==> src/rtl/dm_arb_pkg.sv <==
// Shared definitions for the dm_arbiter block: FSM encoding, port ids, default widths.
package dm_arb_pkg;

    localparam int DM_AW = 10;
    localparam int DM_DW = 32;

    typedef enum logic [1:0] {
        ST_IDLE   = 2'd0,
        ST_ACCESS = 2'd1,
        ST_DONE   = 2'd2
    } state_t;

    localparam logic PORT_C = 1'b0;
    localparam logic PORT_D = 1'b1;

    // Word accesses must be 4-byte aligned; byte accesses are legal anywhere.
    function automatic logic is_misaligned(input logic sb, input logic [1:0] addr_lsb);
        return !sb && (addr_lsb != 2'b00);
    endfunction

endpackage

==> src/rtl/dm_arb_pick.sv <==
// Combinational winner select for dm_arbiter.
// DM_ARB_RR_EN selects round-robin on contention; otherwise port C has fixed priority.
module dm_arb_pick
    import dm_arb_pkg::*;
(
    input  logic c_req,
    input  logic d_req,
    input  logic last_grant,
    output logic grant_valid,
    output logic grant_id
);

    always_comb begin
        grant_valid = c_req | d_req;
        grant_id    = PORT_C;
`ifdef DM_ARB_RR_EN
        if (c_req && d_req) begin
            grant_id = ~last_grant;
        end else if (d_req) begin
            grant_id = PORT_D;
        end
`else
        if (!c_req && d_req) begin
            grant_id = PORT_D;
        end
`endif
    end

`ifndef DM_ARB_RR_EN
    logic unused_last_grant;
    assign unused_last_grant = last_grant;
`endif

endmodule

==> src/rtl/dm_arbiter.sv <==
// Two-port (CPU/DMA) arbiter and access sequencer for the byte-addressed data memory.
// Optional round-robin arbitration with DM_ARB_RR_EN (handled inside dm_arb_pick).
module dm_arbiter
    import dm_arb_pkg::*;
#(
    parameter int AW = DM_AW,
    parameter int DW = DM_DW
)
(
    input  logic          clk,
    input  logic          rst,
    input  logic          c_req,
    input  logic          c_we,
    input  logic          c_sb,
    input  logic [AW-1:0] c_addr,
    input  logic [DW-1:0] c_wdata,
    output logic          c_ack,
    output logic          c_err,
    output logic [DW-1:0] c_rdata,
    input  logic          d_req,
    input  logic          d_we,
    input  logic          d_sb,
    input  logic [AW-1:0] d_addr,
    input  logic [DW-1:0] d_wdata,
    output logic          d_ack,
    output logic          d_err,
    output logic [DW-1:0] d_rdata,
    output logic [AW-1:0] dm_addr,
    output logic [DW-1:0] dm_din,
    output logic          dm_we,
    output logic          dm_sbsel,
    input  logic [DW-1:0] dm_dout,
    output logic          busy
);

    state_t        state_reg;
    state_t        state_next;

    logic          grant_valid;
    logic          grant_id;
    // Doubles as the round-robin pointer: it only changes on a grant.
    logic          grant_id_reg;
    logic          misalign_reg;

    logic          sel_we;
    logic          sel_sb;
    logic [AW-1:0] sel_addr;
    logic [DW-1:0] sel_wdata;
    logic          sel_misalign;

    logic [AW-1:0] dm_addr_reg;
    logic [DW-1:0] dm_din_reg;
    logic          dm_sbsel_reg;
    logic          dm_we_reg;
    logic          busy_reg;

    logic [1:0]    port_hit;
    logic [1:0]    ack_reg;
    logic [1:0]    err_reg;
    logic [DW-1:0] rdata_reg [2];

    dm_arb_pick u_pick (
        .c_req       (c_req),
        .d_req       (d_req),
        .last_grant  (grant_id_reg),
        .grant_valid (grant_valid),
        .grant_id    (grant_id)
    );

    always_comb begin
        sel_we    = c_we;
        sel_sb    = c_sb;
        sel_addr  = c_addr;
        sel_wdata = c_wdata;
        if (grant_id == PORT_D) begin
            sel_we    = d_we;
            sel_sb    = d_sb;
            sel_addr  = d_addr;
            sel_wdata = d_wdata;
        end
        sel_misalign = is_misaligned(sel_sb, sel_addr[1:0]);
    end

    always_comb begin
        state_next = state_reg;
        case (state_reg)
            ST_IDLE:   if (grant_valid) state_next = ST_ACCESS;
            ST_ACCESS: state_next = ST_DONE;
            ST_DONE:   state_next = ST_IDLE;
            default:   state_next = ST_IDLE;
        endcase
    end

    always_ff @(posedge clk) begin
        if (rst) begin
            state_reg <= ST_IDLE;
            busy_reg  <= 1'b0;
        end else begin
            state_reg <= state_next;
            busy_reg  <= (state_next != ST_IDLE);
        end
    end

    // Request latch: the memory-side registers hold the granted request.
    always_ff @(posedge clk) begin
        if (rst) begin
            grant_id_reg <= PORT_D;
            misalign_reg <= 1'b0;
            dm_addr_reg  <= '0;
            dm_din_reg   <= '0;
            dm_sbsel_reg <= 1'b0;
            dm_we_reg    <= 1'b0;
        end else if (state_reg == ST_IDLE && grant_valid) begin
            grant_id_reg <= grant_id;
            misalign_reg <= sel_misalign;
            dm_addr_reg  <= sel_addr;
            dm_din_reg   <= sel_wdata;
            dm_sbsel_reg <= sel_sb;
            dm_we_reg    <= sel_we && !sel_misalign;
        end else begin
            dm_we_reg    <= 1'b0;
        end
    end

    genvar gi;
    generate
        for (gi = 0; gi < 2; gi++) begin : g_port
            assign port_hit[gi] = (state_reg == ST_ACCESS) && (grant_id_reg == 1'(gi));
        end
    endgenerate

    always_ff @(posedge clk) begin
        if (rst) begin
            ack_reg <= '0;
            err_reg <= '0;
            for (int i = 0; i < 2; i++) begin
                rdata_reg[i] <= '0;
            end
        end else begin
            ack_reg <= port_hit;
            err_reg <= port_hit & {2{misalign_reg}};
            for (int i = 0; i < 2; i++) begin
                if (port_hit[i]) begin
                    rdata_reg[i] <= misalign_reg ? '0 : dm_dout;
                end
            end
        end
    end

    // Reset in the ACCESS cycle must stop the memory from taking the write on that edge.
    assign dm_we    = dm_we_reg && !rst;
    assign dm_addr  = dm_addr_reg;
    assign dm_din   = dm_din_reg;
    assign dm_sbsel = dm_sbsel_reg;
    assign busy     = busy_reg;

    assign c_ack   = ack_reg[0];
    assign c_err   = err_reg[0];
    assign c_rdata = rdata_reg[0];
    assign d_ack   = ack_reg[1];
    assign d_err   = err_reg[1];
    assign d_rdata = rdata_reg[1];

endmodule

==> config.mk <==
export PLATFORM = sky130hd
export DESIGN_NAME = dm_arbiter
export DESIGN_NICKNAME = d
export VERILOG_FILES = /design/src/rtl/dm_arb_pkg.sv /design/src/rtl/dm_arb_pick.sv /design/src/rtl/dm_arbiter.sv
export SDC_FILE = /design/constraint.sdc
export NUM_CORES = 1
export LEC_CHECK = 0
export BUFFER_PORTS_ARGS = -buffer_cell sky130_fd_sc_hd__buf_2
export CAP_MARGIN = 25
export CELL_PAD_IN_SITES_DETAIL_PLACEMENT = 0
export CELL_PAD_IN_SITES_GLOBAL_PLACEMENT = 2
export CORE_MARGIN = 2
export CORE_UTILIZATION = 28
export CTS_BUF_LIST = sky130_fd_sc_hd__clkbuf_8 sky130_fd_sc_hd__clkbuf_16
export DETAILED_ROUTE_END_ITERATION = 7
export HOLD_SLACK_MARGIN = 0.08
export PLACE_DENSITY = 0.77
export SYNTH_ARGS = -nofsm -noshare
export SYNTH_HDL_FRONTEND = slang
export SYNTH_SLANG_ARGS = --single-unit
==> constraint.sdc <==
create_clock -name clk -period 4.15 [get_ports clk]
set_input_delay 0.83 -clock clk [delete_from_list [all_inputs] [get_ports clk]]
set_output_delay 0.83 -clock clk [all_outputs]
set_load 0.02 [all_outputs]
; ---- Word-level counts from Yosys, hierarchy flattened
; Memory sizes are Yosys's and may differ from the RTL's.
; Cells that the tools add are included.
[word_totals]
ff_bits = 53
ramBits = 64
input_bits = 124
out_inout_bits = 113
word_cells = 51
n_memories = 1
[mem_list]
columns = memory, depth, word_bits, rd, rd_clocked_by_memory_dff, write_ports, line
row1 = rdata_reg, 2, 32, 2, 0, 2, dm_arbiter.sv:60  ; logic [DW-1:0] rdata_reg [2];
[classes]
eq_ne = 1
mux = 18
bitwise = 6
reduce_logical = 15
[ops]
columns = operator, count
row1 = two-way mux 32 bit, 4
row2 = two-way mux 1 bit, 11
row3 = two-way mux 10 bit, 1
row4 = logical AND 1 bit, 7
row5 = zero test 1 bit, 4
row6 = case mux 2 bit (2 select lines), 1
row7 = nonzero test 2 bit, 2
row8 = bitwise OR 1 bit, 3
row9 = AND 2 bit, 1
row10 = equality test 2 x 1 -> 1 bit (second input constant), 1
row11 = zero test 2 bit, 1
row12 = two-way mux 2 bit, 1
row13 = NOT 1 bit, 2
row14 = OR reduction 2 bit, 1

; ---- Longest topological paths before layout
; Gate-level depths: netlist of the first run.
[depth]
depth_word = 8
mapped_depth = 6
ltp_nobuf = 4

; ---- Modules after synthesis
; Synthesis of the first run repeated with hierarchy kept, for this count alone.
[unflattened]
hier_cells = 330
hier_area_um2 = 4425.5
[by_module_without_submodules]
columns = mod, instances, cells_per_inst, area_each_um2, seq_area_each_um2
row1 = dm_arbiter, 1, 328, 4413.0, 2982.9
row2 = dm_arb_pick, 1, 2, 12.5, 0.0

; ---- Worst setup path before layout of the first run
; OpenSTA, ideal clock, no wires.
[synth_timing]
path_kind = register -> register
start = register state_reg[1]
end = memory rdata_reg[0][0] in the netlist's numbering, enable pin
setup_time_ns = 0.466
arrival_time_ns = 2.714
required_time_ns = 3.684
slack_ns = 0.971
stages_incl_launch_ff = 3
n_path_buf = 0
synth_period_minus_slack_ns = 3.179
cell_sequence = dfxtp_1 > nand2b_1 > o21ai_0
[synth_rtl]
columns = item, line
row1 = from (decl), dm_arbiter.sv:36  ; state_t state_reg;
row2 = from (signal assigned), dm_arbiter.sv:99  ; state_reg <= state_next;
row3 = to (decl), dm_arbiter.sv:60

; ---- Final worst setup path of the first run
[layout_timing]
start = input rst
end = output dm_we
[layout_via]
elab_chain_cells = 2
[layout_rtl]
columns = item, line
row1 = from (decl), dm_arbiter.sv:11  ; input logic rst,
row2 = zero test 1 bit, dm_arbiter.sv:151  ; assign dm_we = dm_we_reg && !rst;
row3 = logical AND 1 bit, dm_arbiter.sv:151
row4 = to (decl), dm_arbiter.sv:30  ; output logic dm_we,
; No other way between the ends.

==> results_dict.tcl, run 1 <==
set metrics [dict create \
    antenna_found_initial 1 \
    crit_top_cell "buf_2" \
    slew_headroom_pct 47.22 \
    status "completed" \
    synth_cells 337 \
    nets 694 \
    drc_errors 0 \
    std_cell_rows 47 \
    cts_buffer_depth 2 \
    grt_pass1_wl_mm 18.73 \
    port_buffers 236 \
    cp-start-kind "input port" \
    rsz0062_at_grt "false" \
    final-max-slew-violation-count 0 \
    cpPeakStageDelay_ps 610 \
    synth_area_sq_mm 0.004725 \
    powerDensity_mw_per_mm2 503.4 \
    worstPathMaxFanout 47 \
    arrival_ps 1860 \
    numCtsBuffers 17 \
    ioPinCount 237 \
    routed_via_density 4.442 \
    finalSetupViolCount 0 \
    syn2layout_area_growth_pct 41.53 \
    start_util_pct 28.59 \
    grt_max_degree 48 \
    path_cells "buf_2 -> buf_4 -> nor2b_1 -> buf_2" \
    synthesis.nets 461 \
    synthTopCellsByArea "edfxtp_1, dfxtp_1, a211oi_2" \
    grt_pass1_vias 3587 \
    timing.final.crit_share_pct 64.87 \
    leakage_nw 3.145 \
    finalClockSkew_ps 7.337 \
    clk_latency_ps 410 \
    worst_slew_pin_slew_ps 791.7 \
    cts_tree "built" \
    ir_drop_uv 274.9 \
    hold_viol 0 \
    grt_usage_pct 13.55 \
    cts.clk_slew.worst_paths_ps 50 \
    ys_warn_count 0 \
    clock_sinks 117 \
    slowest_stage "buf_4" \
    fill_cells 1609 \
    final_cell_mix "buf_2, edfxtp_1, dfxtp_1, mux2i_1, a21oi_1" \
    overflow 0 \
    htreeDepth 4 \
    die_y_um 133.9 \
    register_area_sq_mm 0.002983 \
    layout-drive-gt1-share_pct 55.06 \
    largest_register_ffs 64 \
    fin_crit_ps 2692 \
    die_x_um 133.9 \
    cp.required_ps 3320 \
    die-area_sq_mm 0.01793 \
    yosysTopAreaCellShare_pct 40.68 \
    max_cap_viol_count 0 \
    fin_setup_tns_ps 0 \
    firstDrtPassIters 4 \
    vias 3567 \
    coreArea_sq_mm 0.01652 \
    post-route-cell-area_sq_mm 0.006686 \
    synth_top_area_cell "edfxtp_1" \
    hold_class "reg2reg" \
    post-route-util_pct 40.46 \
    cts_setup_buffers 0 \
    drt_iter0_drc 133 \
    cts_hold_buf 0 \
    crit_type "in2out" \
    max_freq_ghz 0.3715 \
    routed_wl_mm 12.33 \
    ys_seq_elements 117 \
    ant_nets 0 \
    synth_area_per_cell_sq_um 14.02 \
    wl_per_cell_um 15.36 \
    final_common_cell "buf_2" \
    multiInputGateArea_sq_mm 0.001565 \
    diodes 0 \
    yosysUniqueCellTypes 27 \
    placed_area_sq_mm 0.006053 \
    hpwl_mm 8.575 \
    globalplace.congestion 0.7361 \
    cts-root-buf "clkbuf_16" \
    ctsResizeCount 0 \
    ys_seq_area_share_pct 63.14 \
    cp-end-kind "output pin" \
]
## path summary, 6_finish.rpt
check                             from                    endpoint  slack, ps  cells past startpoint
max reg2reg    state_reg[0]$_SDFF_PP0_  rdata_reg[0][49]$_DFFE_PP_       2060                      4
max                                rst                       dm_we       1460                      4
min reg2reg  misalign_reg$_SDFFE_PP0P_       err_reg[0]$_SDFF_PP0_        530                      2
min          misalign_reg$_SDFFE_PP0P_       err_reg[0]$_SDFF_PP0_        530                      2
## power breakdown
| group | switching, mW | internal, mW | total [mW] |
|---|---|---|---|
| logic | 0.326 | 0.196 | 0.523 |
| clock network | 0.531 | 0.947 | 1.48 |
| registers | 0.0409 | 1.32 | 1.37 |
## cells by family (layout without fill, tap and decap cells)
kind of cell	after synthesis	after routing	synth area share, %
simple gates	52	52	6.753
mux	45	45	9.534
flops	117	117	63.14
buf+inv	31	277	4.184
compound gates	92	92	16.39
## metrics by stage
stage / worst slack (ps) / power [mW] / cells / hold WS [ps]
5_1_grt: 1349 / 3.515 / 803 / 548.1
3_5_place_dp: 1405 / 1.915 / 770 / 516.9
2_1_floorplan: 970.8 / 1.732 / 337 / 437.8
4_1_cts: 1437 / 3.416 / 802 / 529.3
3_3_place_gp: 1455 / 1.909 / 770 / 508.2
6_report: 1458 / 3.366 / 803 / 525.5
## synthesized netlist by cell type
master / instances
nand2b_1: 3
inv_1: 3
a211oi_2: 40
dfxtp_1: 53
a31o_2: 1
buf_8: 4
and2_1: 34
and3_1: 1
and2_4: 1
nand3_1: 1
buf_4: 2
or2_1: 1
a21oi_1: 45
buf_2: 3
buf_6: 3
nor2_4: 1
or2_2: 1
edfxtp_1: 64
nand2_1: 2
nor2_1: 5
or3b_4: 1
mux2i_1: 45
clkbuf_1: 14
nor2b_1: 1
a211oi_1: 4
clkbuf_2: 2
o21ai_0: 2
## layer usage
| metal | vias up | wire [um] | share of wire, % | track usage [%] |
|---|---|---|---|---|
| li1 | 1729 | - | - | - |
| met1 | 1652 | 5336 | 43 | 16.90 |
| met2 | 173 | 5626 | 46 | 21.45 |
| met3 | 11 | 1253 | 10 | 5.556 |
| met4 | 2 | 108 | 0.88 | 4.255 |
| met5 | - | 7 | 0.057 | 0 |
## final cells by class
class,instances,area share (%)
clock buffer,17,6.362
clock inverter,15,2.695
inverter,3,0.1684
multi-input combinational,189,23.41
sequential,117,44.61
tap,220,4.117
timing repair buffer,242,18.64
## worst max-delay path, delay by kind of cell
family	cells	cell delay, ps
AND/OR/NAND/NOR	1	120
buffers and inverters	3	890
Note: power is estimated with default switching activity, not from simulation.
==> inputs of run 2 (changes only) <==
--- a/config.mk
+++ b/config.mk
@@ -5,16 +5,17 @@
 export SDC_FILE = /design/constraint.sdc
 export NUM_CORES = 1
 export LEC_CHECK = 0
+export ABC_AREA = 1
 export BUFFER_PORTS_ARGS = -buffer_cell sky130_fd_sc_hd__buf_2
 export CAP_MARGIN = 25
 export CELL_PAD_IN_SITES_DETAIL_PLACEMENT = 0
 export CELL_PAD_IN_SITES_GLOBAL_PLACEMENT = 2
 export CORE_MARGIN = 2
-export CORE_UTILIZATION = 28
+export CORE_UTILIZATION = 25
 export CTS_BUF_LIST = sky130_fd_sc_hd__clkbuf_8 sky130_fd_sc_hd__clkbuf_16
 export DETAILED_ROUTE_END_ITERATION = 7
 export HOLD_SLACK_MARGIN = 0.08
-export PLACE_DENSITY = 0.77
+export PLACE_DENSITY = 0.78
 export SYNTH_ARGS = -nofsm -noshare
 export SYNTH_HDL_FRONTEND = slang
 export SYNTH_SLANG_ARGS = --single-unit
==> constraint.sdc (replaced) <==
create_clock -name clk -period 2.7 [get_ports clk]
set_input_delay 0.54 -clock clk [delete_from_list [all_inputs] [get_ports clk]]
set_output_delay 0.54 -clock clk [all_outputs]
set_load 0.02 [all_outputs]
==> results_dict.tcl, run 2 <==
set metrics [dict create \
    post-route-cell-area_sq_mm 0.006601 \
    worstPathMaxFanout 22 \
    slowest_stage "clkinv_1" \
    cts_tree "built" \
    clk_latency_ps 410 \
    cts_hold_buf 0 \
    synth_cells 508 \
    power_mw 4.998 \
    synth_ff_type "edfxtp_1" \
    firstDrtPassIters 8 \
    ys_seq_elements 117 \
    cts.clk_slew.worst_paths_ps 50 \
    ys_warn_count 0 \
    wl_per_cell_um 14.42 \
    grt_usage_pct 14.30 \
    layout-drive-gt1-share_pct 37.53 \
    slew_headroom_pct 48.70 \
    async_flop_share_pct 0 \
    synth_top_area_cell "edfxtp_1" \
    ys_seq_area_share_pct 64.42 \
    overflow 0 \
    finalClockSkew_ps 12.16 \
    leakage_nw 3.289 \
    hold_viol 0 \
    ir_drop_uv 327.7 \
    fin_crit_ps 1745 \
    grt_pass1_wl_mm 21.89 \
    synthTopCellsByArea "edfxtp_1, dfxtp_1, nand2_1" \
    drt_iter0_drc 209 \
    grt_pass1_vias 4146 \
    cp-start-kind "register" \
    die-area_sq_mm 0.01963 \
    std_cell_rows 49 \
    cpPeakStageDelay_ps 600 \
    final_common_cell "buf_2" \
    die_x_um 140.1 \
    violations "design-rule violations" \
    synth_area_sq_mm 0.004631 \
    max_cap_viol_count 0 \
    die_y_um 140.1 \
    r2r_slack_ps 960 \
    status "finished with violations" \
    yosysMostFrequentCell "nand2_1" \
    ant_nets 0 \
    port_buffers 236 \
    grt_max_degree 49 \
    clock_sinks 117 \
    coreArea_sq_mm 0.01809 \
    syn2layout_area_growth_pct 42.56 \
    hold_class "reg2reg" \
    cts-root-buf "clkbuf_16" \
    yosysUniqueCellTypes 20 \
    cp-end-kind "register" \
    finalSetupViolCount 0 \
    cts_buffer_depth 2 \
    diodes 0 \
    yosysTopAreaCellShare_pct 41.50 \
    nets 865 \
    final_cell_mix "buf_2, nand2_1, edfxtp_1, dfxtp_1, a21oi_1" \
    max_freq_ghz 0.5732 \
    vias 4225 \
    path_cells "clkinv_1 -> buf_4 -> nand2_1 -> nor2_1" \
    fin_setup_tns_ps 0 \
    synth_area_per_cell_sq_um 9.116 \
    largest_register_ffs 64 \
    routed_wl_mm 14.18 \
    ctsResizeCount 0 \
    antenna_found_initial 2 \
    timing.final.crit_share_pct 64.61 \
    globalplace.congestion 0.7916 \
    numCtsBuffers 17 \
    crit_type "reg2reg" \
    hpwl_mm 10.31 \
    synthTopCellsByCount "nand2_1, edfxtp_1, dfxtp_1" \
    cp.required_ps 2840 \
    rsz0062_at_grt "false" \
    cts_setup_buffers 0 \
    synthesis.nets 632 \
    htreeDepth 4 \
    arrival_ps 1890 \
    final-max-slew-violation-count 0 \
    start_util_pct 25.60 \
    ioPinCount 237 \
    powerDensity_mw_per_mm2 757.2 \
    placed_area_sq_mm 0.006018 \
    routed_via_density 4.298 \
    synth_edf_count 64 \
    drc_errors 24 \
    worst_slew_pin_slew_ps 768.4 \
    post-route-util_pct 36.50 \
]
==> run 2: stage by stage <==
stage,std cells,setup slack [ps],hold WS [ps]
after global routing,983,757.2,477.0
final,983,955.5,467.0
after CTS,983,907.8,460.4
after floorplan,508,598.7,461.1
after detailed placement,951,715.1,459.7
after global placement,951,784.5,450.5
==> run 2: logic make-up after synthesis <==
| group | share of synthesized area (%) |
|---|---|
| AND/OR/NAND/NOR | 24.91 |
| flip-flops | 64.42 |
| AO/OA/AOI/OAI | 6.025 |
| buffers and inverters | 4.647 |
==> run 2: area by class of cell <==
type                    instances  area [sq um]
fillers                      1925         11480
flip-flops and latches        117          2983
multi-input cells             344          1433
repair buffers                247          1264
clock buffers                  17         425.4
well taps                     229         286.5
clock inverters                15         157.7
inverters                      14         52.55
==> run 2: final timing paths <==
path	cells after the start	from	to
setup / recovery	4	misalign_reg$_SDFFE_PP0P_	rdata_reg[0][55]$_DFFE_PP_
hold / removal	2	dm_din[30]$_SDFFE_PP0P_	dm_din[30]$_SDFFE_PP0P_
setup reg to reg	4	misalign_reg$_SDFFE_PP0P_	rdata_reg[0][55]$_DFFE_PP_
hold reg to reg	2	dm_din[30]$_SDFFE_PP0P_	dm_din[30]$_SDFFE_PP0P_
==> run 2: critical path: cells and delay by family (launching register included) <==
kind | cells | cell delay [ps]
buffers and inverters | 2 | 1030
flip-flops | 1 | 330
AND/OR/NAND/NOR | 2 | 130
==> run 2: power by group <==
group / total, mW / leakage [nW] / internal (mW) / switching, mW
clock: 2.19 / 0.293 / 1.36 / 0.824
sequential: 2.08 / 1.10 / 2.02 / 0.0561
combinational: 0.736 / 1.89 / 0.245 / 0.491
==> run 2: routing by layer <==
layer	global-route usage (%)	share of wire (%)
met3	6.325	11
met5	0	0.078
met1	17.93	44
met2	22.12	44
met4	4.785	1.3
==> inputs of run 3 (changes only) <==
--- a/config.mk
+++ b/config.mk
@@ -5,17 +5,17 @@
 export SDC_FILE = /design/constraint.sdc
 export NUM_CORES = 1
 export LEC_CHECK = 0
-export ABC_AREA = 1
+export ABC_AREA = 0
 export BUFFER_PORTS_ARGS = -buffer_cell sky130_fd_sc_hd__buf_2
 export CAP_MARGIN = 25
 export CELL_PAD_IN_SITES_DETAIL_PLACEMENT = 0
 export CELL_PAD_IN_SITES_GLOBAL_PLACEMENT = 2
 export CORE_MARGIN = 2
-export CORE_UTILIZATION = 25
+export CORE_UTILIZATION = 28
 export CTS_BUF_LIST = sky130_fd_sc_hd__clkbuf_8 sky130_fd_sc_hd__clkbuf_16
 export DETAILED_ROUTE_END_ITERATION = 7
 export HOLD_SLACK_MARGIN = 0.08
-export PLACE_DENSITY = 0.78
+export PLACE_DENSITY = 0.77
 export SYNTH_ARGS = -nofsm -noshare
 export SYNTH_HDL_FRONTEND = slang
 export SYNTH_SLANG_ARGS = --single-unit
==> constraint.sdc (replaced) <==
create_clock -name clk -period 1.71 [get_ports clk]
set_input_delay 0.342 -clock clk [delete_from_list [all_inputs] [get_ports clk]]
set_output_delay 0.342 -clock clk [all_outputs]
set_load 0.02 [all_outputs]
==> results_dict.tcl, run 3 (synthesized netlist as in run 1, its figures left out) <==
set metrics [dict create \
    combPwrFrac_pct 15.3 \
    seqPwrFrac_pct 38.8 \
    drc_errors 0 \
    internal_power_mw 6.315 \
    multiInputGateArea_sq_mm 0.001568 \
    grt_pass1_vias 3586 \
    drt_iter0_drc 139 \
    cp.required_ps 1820 \
    slowest_stage "or3b_4" \
    path_cells "or3b_4 -> inv_1 -> and2_1 -> or2_4 -> buf_12" \
    cpPeakStageDelay_ps 400 \
    cts_buffer_depth 2 \
    cts_tree "built" \
    cts-root-buf "clkbuf_16" \
    final_cell_mix "buf_2, edfxtp_1, dfxtp_1, mux2i_1, a21oi_1" \
    syn2layout_area_growth_pct 45.02 \
    ioPinCount 237 \
    vias 3615 \
    final-max-slew-violation-count 0 \
    leakage_nw 3.233 \
    cp-end-kind "register" \
    swShare_pct 25.97 \
    finalSetupViolCount 0 \
    hpwl_mm 8.843 \
    grt_pass1_wl_mm 18.95 \
    worst_slew_pin_slew_ps 733.7 \
    worstPathMaxFanout 25 \
    globalplace.congestion 0.7261 \
    coreArea_sq_mm 0.01652 \
    overflow 0 \
    clockPowerShare_pct 45.9 \
    power.switching_mw 2.215 \
    status "completed" \
    powerDensity_mw_per_mm2 1245 \
    port_buffers 236 \
    final_common_cell "buf_2" \
    ir_drop_uv 681.9 \
    fin_crit_ps 1571 \
    max_cap_viol_count 0 \
    hold_class "in2reg" \
    arrival_ps 1680 \
    diodes 0 \
    cts.clk_slew.worst_paths_ps 50 \
    routed_wl_mm 12.53 \
    timing.final.crit_share_pct 91.87 \
    htreeDepth 4 \
    grt_max_degree 48 \
    register_area_sq_mm 0.002983 \
    ctsResizeCount 0 \
    antenna_found_initial 1 \
    die_x_um 133.9 \
    hold_viol 0 \
    power_mw 8.530 \
    std_cell_rows 47 \
    die-area_sq_mm 0.01793 \
    routed_via_density 4.441 \
    crit_type "reg2reg" \
    nets 705 \
    fill_cells 1591 \
    cts_hold_buf 0 \
    start_util_pct 28.59 \
    max_freq_ghz 0.6366 \
    ant_nets 0 \
    grt_usage_pct 13.79 \
    firstDrtPassIters 4 \
    die_y_um 133.9 \
    clk_latency_ps 410 \
    critPathBufInv 2 \
    crit_family "simple AND/OR/NAND/NOR gates" \
    numCtsBuffers 17 \
    clock_sinks 117 \
    cts_setup_buffers 0 \
    layout-drive-gt1-share_pct 55.89 \
    slew_headroom_pct 51.09 \
    cp-start-kind "register" \
    rsz0062_at_grt "false" \
    fin_setup_tns_ps 0 \
    finalClockSkew_ps 4.752 \
    largest_register_ffs 64 \
    wl_per_cell_um 15.39 \
]
## run 3: changes by cell type in the layout (fill, tap and decap cells not counted), moves of 9 or more
cell      change
mux2i_1      +45
and2_1       +34
nor2_1       -35
a211oi_2     +40
nand2_1     -203
nand3_1      -43
inv_1         -9
## run 3: path summary, 6_finish.rpt
| check | start | cells past startpoint | endpoint | slack (ps) |
|---|---|---|---|---|
| setup / recovery | state_reg[1]$_SDFF_PP0_ | 5 | rdata_reg[0][50]$_DFFE_PP_ | 140 |
| hold / removal | dm_dout[17] | 2 | rdata_reg[0][17]$_DFFE_PP_ | 230 |
| setup reg to reg | state_reg[1]$_SDFF_PP0_ | 5 | rdata_reg[0][50]$_DFFE_PP_ | 140 |
| hold reg to reg | dm_din[21]$_SDFFE_PP0P_ | 2 | dm_din[21]$_SDFFE_PP0P_ | 520 |
## run 3: area by class of cell
class	instances	share of cell area, %
flip-flops and latches	117	43.54
clock buffers	17	6.209
clock inverters	15	3.360
repair buffers	253	19.83
multi-input cells	189	22.88
inverters	3	0.1644
well taps	220	4.018
## run 3: worst register-to-register path: stages (launching register included)
cell and delay, ps:
dfxtp_1 340, or3b_4 400, inv_1 70, and2_1 140
or2_4 130, buf_12 180
## run 3: routing by layer
metal	part of all wire (%)	global-route usage [%]	wire, um	up-vias
li1	-	-	-	1752
met1	43	17.09	5399	1664
met2	46	21.65	5708	178
met3	10	5.858	1247	19
met4	1.3	4.669	159	2
met5	0.10	0	13	-
## run 3: power by group through the flow
stage	combinational, mW	clock, mW	sequential (mW)
2_1_floorplan	0.555	0	3.65
3_3_place_gp	1.31	0	3.37
3_5_place_dp	1.32	0	3.37
4_1_cts	1.33	4.00	3.31
5_1_grt	1.41	4.14	3.33
6_report	1.31	3.91	3.31
## run 3: stage by stage
step	instance area (sq um)	hold slack, ps	util [%]	cells	setup slack (ps)
global placement	6196	506.2	37.50	782	45.38
finish	6852	232.5	41.46	814	139.1
floorplan	4738	465.3	-	337	89.48
global route	6852	231.7	41.46	814	17.10
CTS	6852	211.0	41.46	814	121.9
detailed placement	6196	511.4	37.50	782	15.35
